===== src/rtl/flash_pkg.sv =====
// Shared MMIO map, colour codes and sequencer state encoding for the LED flash block.
package flash_pkg;

    localparam logic [11:0] RAND_ADDR   = 12'd5;
    localparam logic [11:0] FLASH_ADDR  = 12'd6;
    localparam logic [11:0] FLUSH_ADDR  = 12'd7;
    localparam logic [11:0] STATUS_ADDR = 12'd8;

    localparam logic [1:0] RED    = 2'd0;
    localparam logic [1:0] BLUE   = 2'd1;
    localparam logic [1:0] GREEN  = 2'd2;
    localparam logic [1:0] YELLOW = 2'd3;

    typedef enum logic [1:0] {
        ST_IDLE = 2'd0,
        ST_ON   = 2'd1,
        ST_GAP  = 2'd2
    } flash_state_t;

    // One-hot LED vector ordered {yellow, green, blue, red}
    function automatic logic [3:0] led_decode(input logic [1:0] colour);
        return 4'b0001 << colour;
    endfunction

endpackage


===== src/rtl/flash_fifo.sv =====
// Colour queue: 2-bit synchronous FIFO with occupancy count and single-cycle flush.
module flash_fifo #(
    parameter  int DEPTH = 8,
    localparam int AW    = $clog2(DEPTH),
    localparam int CW    = AW + 1
) (
    input  logic          clock,
    input  logic          reset,
    input  logic          flush,
    input  logic          push,
    input  logic          pop,
    input  logic [1:0]    din,
    output logic [1:0]    dout,
    output logic [CW-1:0] count,
    output logic          full
);

    logic [1:0]    mem [DEPTH];
    logic [AW-1:0] wr_ptr, rd_ptr;
    logic          do_push, do_pop;

    assign full    = (count == CW'(DEPTH));
    assign do_pop  = pop && (count != '0);
    // A full queue still accepts when the head leaves this cycle; the new tail reuses its slot
    assign do_push = push && (!full || do_pop);
    assign dout    = mem[rd_ptr];

    always_ff @(posedge clock) begin
        if (do_push && !reset && !flush)
            mem[wr_ptr] <= din;
    end

    always_ff @(posedge clock) begin
        if (reset || flush) begin
            wr_ptr <= '0;
            rd_ptr <= '0;
            count  <= '0;
        end else begin
            if (do_push) wr_ptr <= wr_ptr + AW'(1);
            if (do_pop)  rd_ptr <= rd_ptr + AW'(1);
            case ({do_push, do_pop})
                2'b10:   count <= count + CW'(1);
                2'b01:   count <= count - CW'(1);
                default: count <= count;
            endcase
        end
    end

endmodule


===== src/rtl/flash_sequencer.sv =====
// LED flash scheduler: queues colour stores from dmem and plays each as an ON pulse then a dark gap.
module flash_sequencer
    import flash_pkg::*;
#(
    parameter int DEPTH      = 8,
    parameter int ON_CYCLES  = 12500000,
    parameter int GAP_CYCLES = 6250000,
    parameter int CNT_W      = 24
) (
    input  logic        clock,
    input  logic        reset,
    input  logic        wren,
    input  logic [11:0] address_dmem,
    input  logic [31:0] data,
    output logic [31:0] status,
    output logic        red_led,
    output logic        blue_led,
    output logic        green_led,
    output logic        yellow_led,
    output logic        busy
);

    localparam int CW = $clog2(DEPTH) + 1;
    localparam logic [CNT_W-1:0] ON_LOAD  = CNT_W'(ON_CYCLES - 1);
    localparam logic [CNT_W-1:0] GAP_LOAD = CNT_W'(GAP_CYCLES - 1);

    flash_state_t   state, state_nxt;
    logic [CNT_W-1:0] timer, timer_nxt;
    logic [1:0]     colour, colour_nxt, head;
    logic [3:0]     led_q, led_nxt;
    logic [CW-1:0]  count;
    logic           full, pop, push_req, flush_req, overflow, have;
    logic           unused_data;

    assign unused_data = ^data[31:2];
    assign flush_req   = wren && (address_dmem == FLUSH_ADDR) && data[0];
    assign push_req    = wren && (address_dmem == FLASH_ADDR) && !flush_req;
    assign have        = (count != '0);

    flash_fifo #(.DEPTH(DEPTH)) u_fifo (
        .clock (clock),
        .reset (reset),
        .flush (flush_req),
        .push  (push_req),
        .pop   (pop),
        .din   (data[1:0]),
        .dout  (head),
        .count (count),
        .full  (full)
    );

    always_ff @(posedge clock) begin
        if (reset) begin
            state    <= ST_IDLE;
            timer    <= '0;
            colour   <= RED;
            led_q    <= '0;
            overflow <= 1'b0;
        end else begin
            state  <= state_nxt;
            timer  <= timer_nxt;
            colour <= colour_nxt;
            led_q  <= led_nxt;
            if (flush_req)
                overflow <= 1'b0;
            else if (push_req && full && !pop)
                overflow <= 1'b1;
        end
    end

    always_comb begin
        state_nxt = state;
        pop       = 1'b0;
        if (flush_req) begin
            state_nxt = ST_IDLE;
        end else begin
            case (state)
                ST_IDLE: if (have) begin
                    pop       = 1'b1;
                    state_nxt = ST_ON;
                end
                ST_ON:   if (timer == '0) state_nxt = ST_GAP;
                ST_GAP:  if (timer == '0) begin
                    pop       = have;
                    state_nxt = have ? ST_ON : ST_IDLE;
                end
                default: state_nxt = ST_IDLE;
            endcase
        end
    end

    always_comb begin
        timer_nxt  = timer;
        colour_nxt = colour;
        if (flush_req) begin
            timer_nxt = '0;
        end else if (pop) begin
            timer_nxt  = ON_LOAD;
            colour_nxt = head;
        end else if (state == ST_ON && timer == '0) begin
            timer_nxt = GAP_LOAD;
        end else if (state != ST_IDLE && timer != '0) begin
            timer_nxt = timer - CNT_W'(1);
        end
        // Registering the next-state decode puts the LED edge on the same clock as the pop
        led_nxt = (state_nxt == ST_ON) ? led_decode(colour_nxt) : 4'b0000;

        busy           = (state != ST_IDLE) || have;
        status         = '0;
        status[CW-1:0] = count;
        status[8]      = overflow;
        status[9]      = busy;
        status[10]     = full;
    end

    assign {yellow_led, green_led, blue_led, red_led} = led_q;

endmodule

===== config.mk =====
export PLATFORM = sky130hd
export DESIGN_NAME = flash_sequencer
export DESIGN_NICKNAME = d
export VERILOG_FILES = /design/src/rtl/flash_pkg.sv /design/src/rtl/flash_fifo.sv /design/src/rtl/flash_sequencer.sv
export SDC_FILE = /design/constraint.sdc
export NUM_CORES = 1
export LEC_CHECK = 0
export ABC_AREA = 1
export BUFFER_PORTS_ARGS = -buffer_cell sky130_fd_sc_hd__buf_4
export CORE_AREA = 2 2 82 84
export CTS_BUF_LIST = sky130_fd_sc_hd__clkbuf_4
export CTS_CLUSTER_SIZE = 30
export DETAILED_ROUTE_END_ITERATION = 7
export DIE_AREA = 0 0 84 86
export PLACE_DENSITY_LB_ADDON = 0.15
export SYNTH_ARGS = -nofsm -noshare
export SYNTH_HDL_FRONTEND = slang
export SYNTH_SLANG_ARGS = --single-unit
export TNS_END_PERCENT = 1

===== constraint.sdc =====
create_clock -name clock -period 2.3 [get_ports clock]
set_input_delay 0.46 -clock clock [delete_from_list [all_inputs] [get_ports clock]]
set_output_delay 0.46 -clock clock [all_outputs]
set_load 0.01 [all_outputs]

==> results of run 1 <==
==> flip-flops by register name, summed over array words and instances (netlist names), named ones only <==
| name | flops |
|---|---|
| state | 2 |
| u_fifo.rd_ptr | 3 |
| timer | 24 |
| colour | 2 |
| overflow | 1 |
| u_fifo.count | 4 |
| u_fifo.mem | 16 |
| led_q | 4 |
| u_fifo.wr_ptr | 3 |
==> layout by cell type, fill, tap and decap left out, types with 4 or more instances in the layout <==
| cell type | instances |
|---|---|
| ha_1 | 6 |
| nor2_1 | 78 |
| nand4_1 | 5 |
| inv_1 | 45 |
| edfxtp_1 | 16 |
| nand3_1 | 21 |
| conb_1 | 25 |
| dfxtp_1 | 44 |
| xor2_1 | 8 |
| nand2_4 | 5 |
| clkbuf_4 | 10 |
| a31oi_1 | 4 |
| buf_4 | 48 |
| nor2_2 | 6 |
| o32ai_1 | 4 |
| a21oi_1 | 25 |
| nor3_1 | 6 |
| xnor2_1 | 6 |
| o21ai_0 | 29 |
| nand2_1 | 72 |
==> stage by stage <==
stage	setup slack, ns	utilization	cell area (sq um)
after global routing	-0.001394	0.6215	3901
after global placement	0.08875	0.5858	3677
after floorplan	0.1376	-	3490
after CTS	0.1113	0.6153	3862
after detailed placement	0.02130	0.5858	3677
final	0.1661	0.6215	3901
==> routing by layer <==
layer | wire length (um) | vias to the layer above | GRT usage
li1 | - | 1504 | -
met1 | 3118 | 1343 | 0.2234
met2 | 3705 | 51 | 0.3825
met3 | 243 | 6 | 0.04812
met4 | 61 | 0 | 0.06452
met5 | 0 | - | 0
==> what timing repair did <==
action                                 in CTS  in global routing
setup endpoints to repair                   0                  1
buffers inserted                            0                  3
resized for setup                           0                  7
endpoints found under the hold margin       0                  0
hold buffers                                0                  0
==> cell usage after synthesis, types with 2 or more instances <==
master	n	area [sq um]
nor2_1	80	300.3
nand2_1	72	270.3
dfxtp_1	46	920.9
inv_1	46	172.7
buf_4	29	217.7
o21ai_0	29	145.1
a21oi_1	26	130.1
nand3_1	21	105.1
edfxtp_1	16	480.5
xor2_1	8	70.07
ha_1	6	75.07
nor3_1	6	30.03
xnor2_1	6	52.55
buf_2	5	25.02
nand2_4	5	56.30
nand4_1	5	31.28
nor2_2	5	31.28
a31oi_1	4	25.02
o32ai_1	4	35.03
inv_2	2	7.510
nor3_4	2	32.53
o211ai_1	2	15.01
o21ai_1	2	10.01
or3_1	2	12.51
==> worst max-delay path by stage <==
stage                                 from                           end  slack [ns]  cells past startpoint
finish               timer[1]$_SDFFE_PP0P_  u_fifo.count[1]$_SDFFE_PP0P_        0.17                     11
global route         timer[1]$_SDFFE_PP0P_  u_fifo.count[3]$_SDFFE_PP0P_      -0.001                     15
CTS                 timer[10]$_SDFFE_PP0P_  u_fifo.count[3]$_SDFFE_PP0P_        0.11                     14
detailed placement         address_dmem[3]  u_fifo.count[3]$_SDFFE_PP0P_        0.02                     14
global placement           address_dmem[3]  u_fifo.count[3]$_SDFFE_PP0P_        0.09                     14
floorplan                  address_dmem[7]  u_fifo.count[3]$_SDFFE_PP0P_        0.14                     13
==> critical path, cell delays in order, from the launching register on <==
cell and delay [ns]:
dfxtp_2 0.35, inv_1 0.07, ha_1 0.17, nand2_1 0.06
nor2_1 0.13, nand3_2 0.12, nand2_4 0.11, nand4_2 0.12
buf_4 0.19, fa_1 0.48, a21boi_1 0.17, nor2_1 0.07
==> report_power, final <==
group	switching (mW)	internal, mW	leakage [nW]
sequential	0.301	1.41	0.523
combinational	1.63	1.10	1.16
clock	0.408	0.561	0.0926
==> layout make-up <==
cell class / instances / area (sq um)
clock buffer: 10 / 75.07
clock inverter: 6 / 110.1
fill: 585 / 2376
inverter: 49 / 185.2
multi-input combinational: 324 / 1670
sequential: 62 / 1404
tap: 77 / 96.34
timing repair buffer: 48 / 360.3
==> kinds of logic (layout without fill, tap and decap cells) <==
logic type | Yosys count | after routing | share of synthesized area
AND/OR/NAND/NOR | 206 | 206 | 0.2783
buffers and inverters | 84 | 113 | 0.1270
AO/OA/AOI/OAI | 72 | 72 | 0.1174
flip-flops | 62 | 62 | 0.4122
XOR/XNOR | 14 | 14 | 0.03607
adder cells (fa/ha/maj) | 7 | 7 | 0.02797
other | 1 | 25 | 0.001103
==> impl_metrics.env, run 1 <==
export IMPL_p_leak_nw=1.774
export IMPL_cp_arrival_ns=2.43
export IMPL_die_w_um=84
export IMPL_critPathCaptureType="register"
export IMPL_fin_crit_sh=0.9278
export IMPL_fin_tns_setup_ns=0
export IMPL_r2r_start="timer[1]$_SDFFE_PP0P_"
export IMPL_grt_pass1_wl_um=11630
export IMPL_ys_types=41
export IMPL_slew_violations=0
export IMPL_reg2regPathDepth=11
export IMPL_syn_avg_cell_area_sq_um=7.622
export IMPL_grt_max_degree=16
export IMPL_numCtsBuffers=9
export IMPL_cts_tree="yes"
export IMPL_syn_inst=446
export IMPL_fin_cells=576
export IMPL_min_to="colour[0]$_SDFF_PP0_"
export IMPL_clk_path_buf_depth=2
export IMPL_area_growth_pct=14.76
export IMPL_cts_root_buf="clkbuf_4"
export IMPL_yosysSeqAreaShare=0.4122
export IMPL_drive_gt1_frac=0.1824
export IMPL_synth_warnings=0
export IMPL_cap_violations=0
export IMPL_fin_skew_ns=0.01010
export IMPL_ant_nets=0
export IMPL_hold_class="input pin to register"
export IMPL_regToRegSetupSlack_ns=0.17
export IMPL_status="complete, no violations"
export IMPL_insertion_delay_ns=0.39
export IMPL_grt_ovfl_total=0
export IMPL_hp_start="reset"
export IMPL_post_route_min_period_ns=2.134
export IMPL_synth_edf_count=16
export IMPL_die_height_um=86
export IMPL_hold_viol=0
export IMPL_core_rowCount=29
export IMPL_wl_per_cell_um=12.38
export IMPL_critPathMaxFanout=8
export IMPL_fp_coreArea_sq_mm=0.006277
export IMPL_worstSetupPathType="register to register"
export IMPL_io_pin_count=84
export IMPL_netlist_area_sq_mm=0.003400
export IMPL_drt_iter0_drc=85
export IMPL_post_dp_hpwl_um=5415
export IMPL_startpoint_type="register"
export IMPL_cts_sinks=62
export IMPL_h_tree_depth=3
export IMPL_finalSetupViolCount=0
export IMPL_ir_drop_v=0.001025
export IMPL_first_pass_iters=5
export IMPL_yosys_register_bits=62
export IMPL_die_area_sq_mm=0.007224
export IMPL_place_inst=557
export IMPL_antenna_found_initial=0
export IMPL_numPortBuffers=28
export IMPL_diodes=0
export IMPL_async_flop_share=0
export IMPL_grt_usage=0.2022
export IMPL_drc=0
export IMPL_gp_congestion=0.8536
export IMPL_grt_pass1_vias=2737
export IMPL_cp_required_ns=2.59
export IMPL_r2r_end="u_fifo.count[1]$_SDFFE_PP0P_"
export IMPL_clkTransAtPathRegs_ns=0.11
export IMPL_nets=548
export IMPL_powerDensity_mw_per_mm2=1386
export IMPL_hold_depth=2
export IMPL_p_total_mw=5.409
export IMPL_viasPerCell=5.042
export IMPL_synthFlopType="dfxtp_1"
export IMPL_holdWs_ns=0.2578
export IMPL_start_util=0.5416
export IMPL_max_clock_freq_ghz=0.4686
export IMPL_routed_wirelength_um=7128
export IMPL_via_count=2904
(Power assumes the default switching activity.)
==> run 2, diff against run 1 <==
Settings changed: ABC_AREA 1 to not set, CORE_AREA 2 2 82 84 to 2 2 81 83, DIE_AREA 0 0 84 86 to 0 0 83 85.
Clock period 2.3 ns to 2 ns, I/O delays scaled along.
==> impl_metrics.env, run 2 <==
export IMPL_largest_reg_flops=24
export IMPL_cp_required_ns=2.12
export IMPL_regMostFlops="timer"
export IMPL_gp_congestion=0.8307
export IMPL_cap_violations=0
export IMPL_failed_checks="negative setup slack"
export IMPL_yosys_register_bits=62
export IMPL_synthTopCellsByArea="dfxtp_1, edfxtp_1, buf_4"
export IMPL_synthFlopType="dfxtp_1"
export IMPL_hold_viol=0
export IMPL_p_leak_nw=1.874
export IMPL_die_w_um=83
export IMPL_max_clock_freq_ghz=0.4041
export IMPL_post_route_min_period_ns=2.474
export IMPL_clk_path_buf_depth=2
export IMPL_numPortBuffers=28
export IMPL_status="finished with violations"
export IMPL_startpoint_type="register"
export IMPL_grt_max_degree=23
export IMPL_insertion_delay_ns=0.42
export IMPL_clkTransAtPathRegs_ns=0.13
export IMPL_drive_gt1_frac=0.4519
export IMPL_ys_types=67
export IMPL_numCtsBuffers=9
export IMPL_powerDensity_mw_per_mm2=1676
export IMPL_grt_pass1_vias=2894
export IMPL_critPathCaptureType="register"
export IMPL_grt_usage=0.2473
export IMPL_critPathMaxFanout=4
export IMPL_drt_iter0_drc=257
export IMPL_layout_common_cells="buf_4, nor2_1, dfxtp_1"
export IMPL_die_height_um=85
export IMPL_netlist_area_sq_mm=0.003314
export IMPL_fin_skew_ns=0.01948
export IMPL_synth_edf_count=16
export IMPL_dpl_cell_area_sq_mm=0.004193
export IMPL_syn_avg_cell_area_sq_um=9.363
export IMPL_async_flop_share=0
export IMPL_ant_nets=0
export IMPL_yosys_area_top_type="dfxtp_1"
export IMPL_synth_most_common_cell="dfxtp_1"
export IMPL_fin_ws_ns=-0.4744
export IMPL_nets=527
export IMPL_io_pin_count=84
export IMPL_cts_tree="yes"
export IMPL_ys_top_cells_by_count="dfxtp_1, nor2_1, buf_4, a21oi_1, nand2_1"
export IMPL_fin_crit_sh=1.237
export IMPL_synth_top_area_frac=0.2778
export IMPL_cts_root_buf="clkbuf_4"
export IMPL_hold_class="input pin to register"
export IMPL_viasPerCell=5.586
export IMPL_grt_pass1_wl_um=13950
export IMPL_routed_wirelength_um=8829
export IMPL_drc=0
export IMPL_grt_ovfl_total=0
export IMPL_cp_arrival_ns=2.59
export IMPL_h_tree_depth=3
export IMPL_diodes=0
export IMPL_wl_per_cell_um=15.91
export IMPL_core_rowCount=29
export IMPL_layout_commonest_cell="buf_4"
export IMPL_rsz0062_at_grt="yes"
export IMPL_final_area_sq_mm=0.004618
export IMPL_die_area_sq_mm=0.007055
export IMPL_syn_inst=354
export IMPL_hold_buffers=0
export IMPL_holdWs_ns=0.1760
export IMPL_start_util=0.5342
export IMPL_area_growth_pct=39.34
export IMPL_via_count=3100
export IMPL_post_dp_hpwl_um=6135
export IMPL_ir_drop_v=0.001287
export IMPL_slew_violations=0
export IMPL_cts_sinks=62
export IMPL_worstSetupPathType="register to register"
export IMPL_antenna_found_initial=0
export IMPL_largestRegisters="timer x24, u_fifo.mem x16"
export IMPL_fp_coreArea_sq_mm=0.006205
export IMPL_finalSetupViolCount=34
export IMPL_first_pass_iters=5
export IMPL_synth_warnings=0
export IMPL_yosysSeqAreaShare=0.4228
-- run 2: layout make-up --
cell class / instances / area (sq um)
clock buffer: 9 / 67.56
clock inverter: 7 / 55.05
fill: 444 / 1587
inverter: 8 / 30.03
multi-input combinational: 270 / 2011
sequential: 62 / 1413
tap: 77 / 96.34
timing repair buffer: 122 / 945.9
-- run 2: logic make-up (layout without fill, tap and decap cells) --
family,Yosys count,after routing,share of synthesized area
AO/OA/AOI/OAI,77,77,0.1612
adder cells (fa/ha/maj),7,7,0.02869
multiplexers,10,10,0.04681
other,1,25,0.001131
flip-flops,62,62,0.4228
XOR/XNOR,8,8,0.02114
AND/OR/NAND/NOR,143,143,0.2341
buffers and inverters,46,146,0.08418
-- run 2: timing repair --
action | 4_1_cts | 5_1_grt
pin swaps | 19 | 17
setup endpoints to repair | 45 | 59
buffers inserted | 2 | 2
resized for setup | 42 | 29
-- run 2: per-layer routing --
layer	track usage	wire length, um
met1	0.3261	3937
met3	0.05447	410
met2	0.4142	4400
met5	0	0
met4	0.06706	80
-- run 2: path summary, 6_finish.rpt --
path | startpoint | to | slack [ns] | cells after the start
setup reg to reg | timer[0]$_SDFFE_PP0P_ | u_fifo.mem[0][0]$_DFFE_PP_ | -0.47 | 10
hold / removal | reset | colour[0]$_SDFF_PP0_ | 0.18 | 2
hold reg to reg | u_fifo.rd_ptr[2]$_SDFFE_PP0P_ | register | 0.56 | 2
setup / recovery | timer[0]$_SDFFE_PP0P_ | u_fifo.mem[0][0]$_DFFE_PP_ | -0.47 | 10
-- run 2: metrics by stage --
stage          instances  utilization  TNS [ns]  setup WS [ns]  power, mW
5_1_grt              555       0.7443    -10.58        -0.5374      8.222
4_1_cts              553       0.7260    -6.621        -0.4631      7.422
6_report             555       0.7443    -7.214        -0.4744      7.740
3_3_place_gp         535       0.6757    -7.792        -0.4909      6.083
2_1_floorplan        378            -    -6.071        -0.4567      4.223
3_5_place_dp         535       0.6757    -9.470        -0.5577      6.179
-- run 2: worst max-delay path, stage by stage (launching register included) --
cell and delay (ns):
dfxtp_2 0.35, inv_2 0.09, ha_4 0.14, nor4b_4 0.22, nand3_2 0.13, o31ai_4 0.25, buf_4 0.16, buf_6 0.09
nand2_4 0.05, a2111o_1 0.48, nor3_2 0.23
-- run 2: report_power, final --
group | internal (mW) | leakage [nW] | switching, mW | total, mW
registers | 1.62 | 0.526 | 0.274 | 1.90
logic | 2.53 | 1.29 | 2.50 | 5.03
clock network | 0.269 | 0.0637 | 0.541 | 0.810
total | 4.42 | 1.87 | 3.32 | 7.74
==> run 3, diff against run 2 <==
Settings changed: CORE_AREA 2 2 81 83 to 2 2 85 79, DIE_AREA 0 0 83 85 to 0 0 87 81.
==> impl_metrics.env, run 3 (synthesis results as in run 2) <==
export IMPL_status="finished with violations"
export IMPL_failed_checks="negative setup slack"
export IMPL_clkTransAtPathRegs_ns=0.12
export IMPL_grt_usage=0.2421
export IMPL_gp_congestion=0.9078
export IMPL_grt_max_degree=23
export IMPL_antenna_found_initial=0
export IMPL_cts_sinks=62
export IMPL_cap_violations=0
export IMPL_cp_common_cell="nand3_2"
export IMPL_regMostFlops="timer"
export IMPL_ff_latch_area_sq_mm=0.001414
export IMPL_drc=0
export IMPL_use_met3=0.06199
export IMPL_largestRegisters="timer x24, u_fifo.mem x16"
export IMPL_drt_iter0_drc=207
export IMPL_diodes=0
export IMPL_h_tree_depth=3
export IMPL_crit_family="simple AND/OR/NAND/NOR gates"
export IMPL_first_pass_iters=6
export IMPL_grt_pass1_vias=2683
export IMPL_routed_wirelength_um=8671
export IMPL_fp_coreArea_sq_mm=0.006271
export IMPL_post_route_min_period_ns=2.513
export IMPL_grt_ovfl_total=0
export IMPL_grt_pass1_wl_um=12950
export IMPL_wl_per_cell_um=15.94
export IMPL_cts_root_buf="clkbuf_4"
export IMPL_io_pin_count=84
export IMPL_largest_reg_flops=24
export IMPL_insertion_delay_ns=0.43
export IMPL_startpoint_type="register"
export IMPL_start_util=0.5285
export IMPL_layout_commonest_cell="buf_4"
export IMPL_path_buf_inv=2
export IMPL_slew_violations=0
export IMPL_met1_usage=0.3333
export IMPL_ant_nets=0
export IMPL_rsz0062_at_grt="yes"
export IMPL_powerDensity_mw_per_mm2=1670
export IMPL_layout_common_cells="buf_4, nor2_1, dfxtp_1"
export IMPL_max_clock_freq_ghz=0.3979
export IMPL_die_area_sq_mm=0.007047
export IMPL_path_cells="inv_2, ha_4, nor4b_4, nand3_2, o31ai_4, nand3_2, inv_2, ha_4, a21oi_2, nand2_1, or3_4, nand3_2, nor3b_2"
export IMPL_finalSetupViolCount=28
export IMPL_ir_drop_v=0.0006283
export IMPL_holdWs_ns=0.1552
export IMPL_die_height_um=81
export IMPL_met2_usage=0.3817
export IMPL_grt_busiest_layer="met2"
export IMPL_worstSetupPathType="register to register"
export IMPL_numCtsBuffers=9
export IMPL_cts_tree="yes"
export IMPL_fin_skew_ns=0.009745
export IMPL_drive_gt1_frac=0.4606
export IMPL_core_rowCount=28
export IMPL_area_growth_pct=39.30
export IMPL_critPathMaxFanout=3
export IMPL_critPathCaptureType="register"
export IMPL_nets=518
export IMPL_clk_path_buf_depth=2
export IMPL_hold_viol=0
export IMPL_hold_class="input pin to register"
export IMPL_post_dp_hpwl_um=6057
export IMPL_p_leak_nw=1.856
export IMPL_fin_crit_sh=1.257
export IMPL_hold_buffers=0
export IMPL_critPathSlowestCell="or3_4"
export IMPL_die_w_um=87
export IMPL_numPortBuffers=28
export IMPL_multi_input_area_sq_mm=0.002062
export IMPL_p_total_mw=7.708
export IMPL_fin_ws_ns=-0.5130
export IMPL_cp_slowest_stage_delay_ns=0.35
export IMPL_filler_cell_count=440
export IMPL_viasPerCell=5.662
export IMPL_cp_required_ns=2.36
export IMPL_cp_arrival_ns=2.87
export IMPL_via_count=3080
-- run 3: cell type report --
type,instances,area share
sequential,62,0.3062
inverter,8,0.006504
timing repair buffer,113,0.1886
clock inverter,7,0.01707
clock buffer,9,0.01463
multi-input combinational,270,0.4466
tap,75,0.02033
-- run 3: repair_timing --
| item | in CTS | in global routing |
|---|---|---|
| endpoints found under the setup margin | 51 | 59 |
| pin swaps | 13 | 16 |
| gates resized for setup | 37 | 39 |
| buffers inserted | 0 | 1 |
-- run 3: worst paths after layout --
check / start / end / slack (ns) / cells after the start
worst min register to register: overflow$_SDFFE_PP0P_ / overflow$_SDFFE_PP0P_ / 0.49 / 2
worst max register to register: timer[0]$_SDFFE_PP0P_ / u_fifo.count[3]$_SDFFE_PP0P_ / -0.51 / 13
worst max-delay path: timer[0]$_SDFFE_PP0P_ / u_fifo.count[3]$_SDFFE_PP0P_ / -0.51 / 13
worst min-delay path: reset / colour[1]$_SDFF_PP0_ / 0.16 / 2
-- run 3: routing by layer --
metal  wire, um  up-vias
met3        476       12
met4         86        0
met2       4236      119
met1       3872     1461
li1           -     1488
met5          0        -
-- run 3: stage by stage --
step	cells	worst slack, ns	area [sq um]	util	TNS (ns)
after floorplan	378	-0.4567	3460	-	-6.071
after global placement	527	-0.4749	4145	0.6610	-8.535
after detailed placement	527	-0.5087	4145	0.6610	-10.05
after CTS	543	-0.5070	4459	0.7111	-6.356
after global routing	544	-0.6272	4617	0.7362	-9.239
final	544	-0.5130	4617	0.7362	-5.941
-- run 3: power breakdown --
| group | leakage, nW | internal, mW | total, mW | switching [mW] |
|---|---|---|---|---|
| Combinational | 1.25 | 2.38 | 4.87 | 2.50 |
| Sequential | 0.525 | 1.63 | 1.90 | 0.272 |
| Clock | 0.0775 | 0.394 | 0.938 | 0.544 |
| Total | 1.86 | 4.40 | 7.71 | 3.31 |
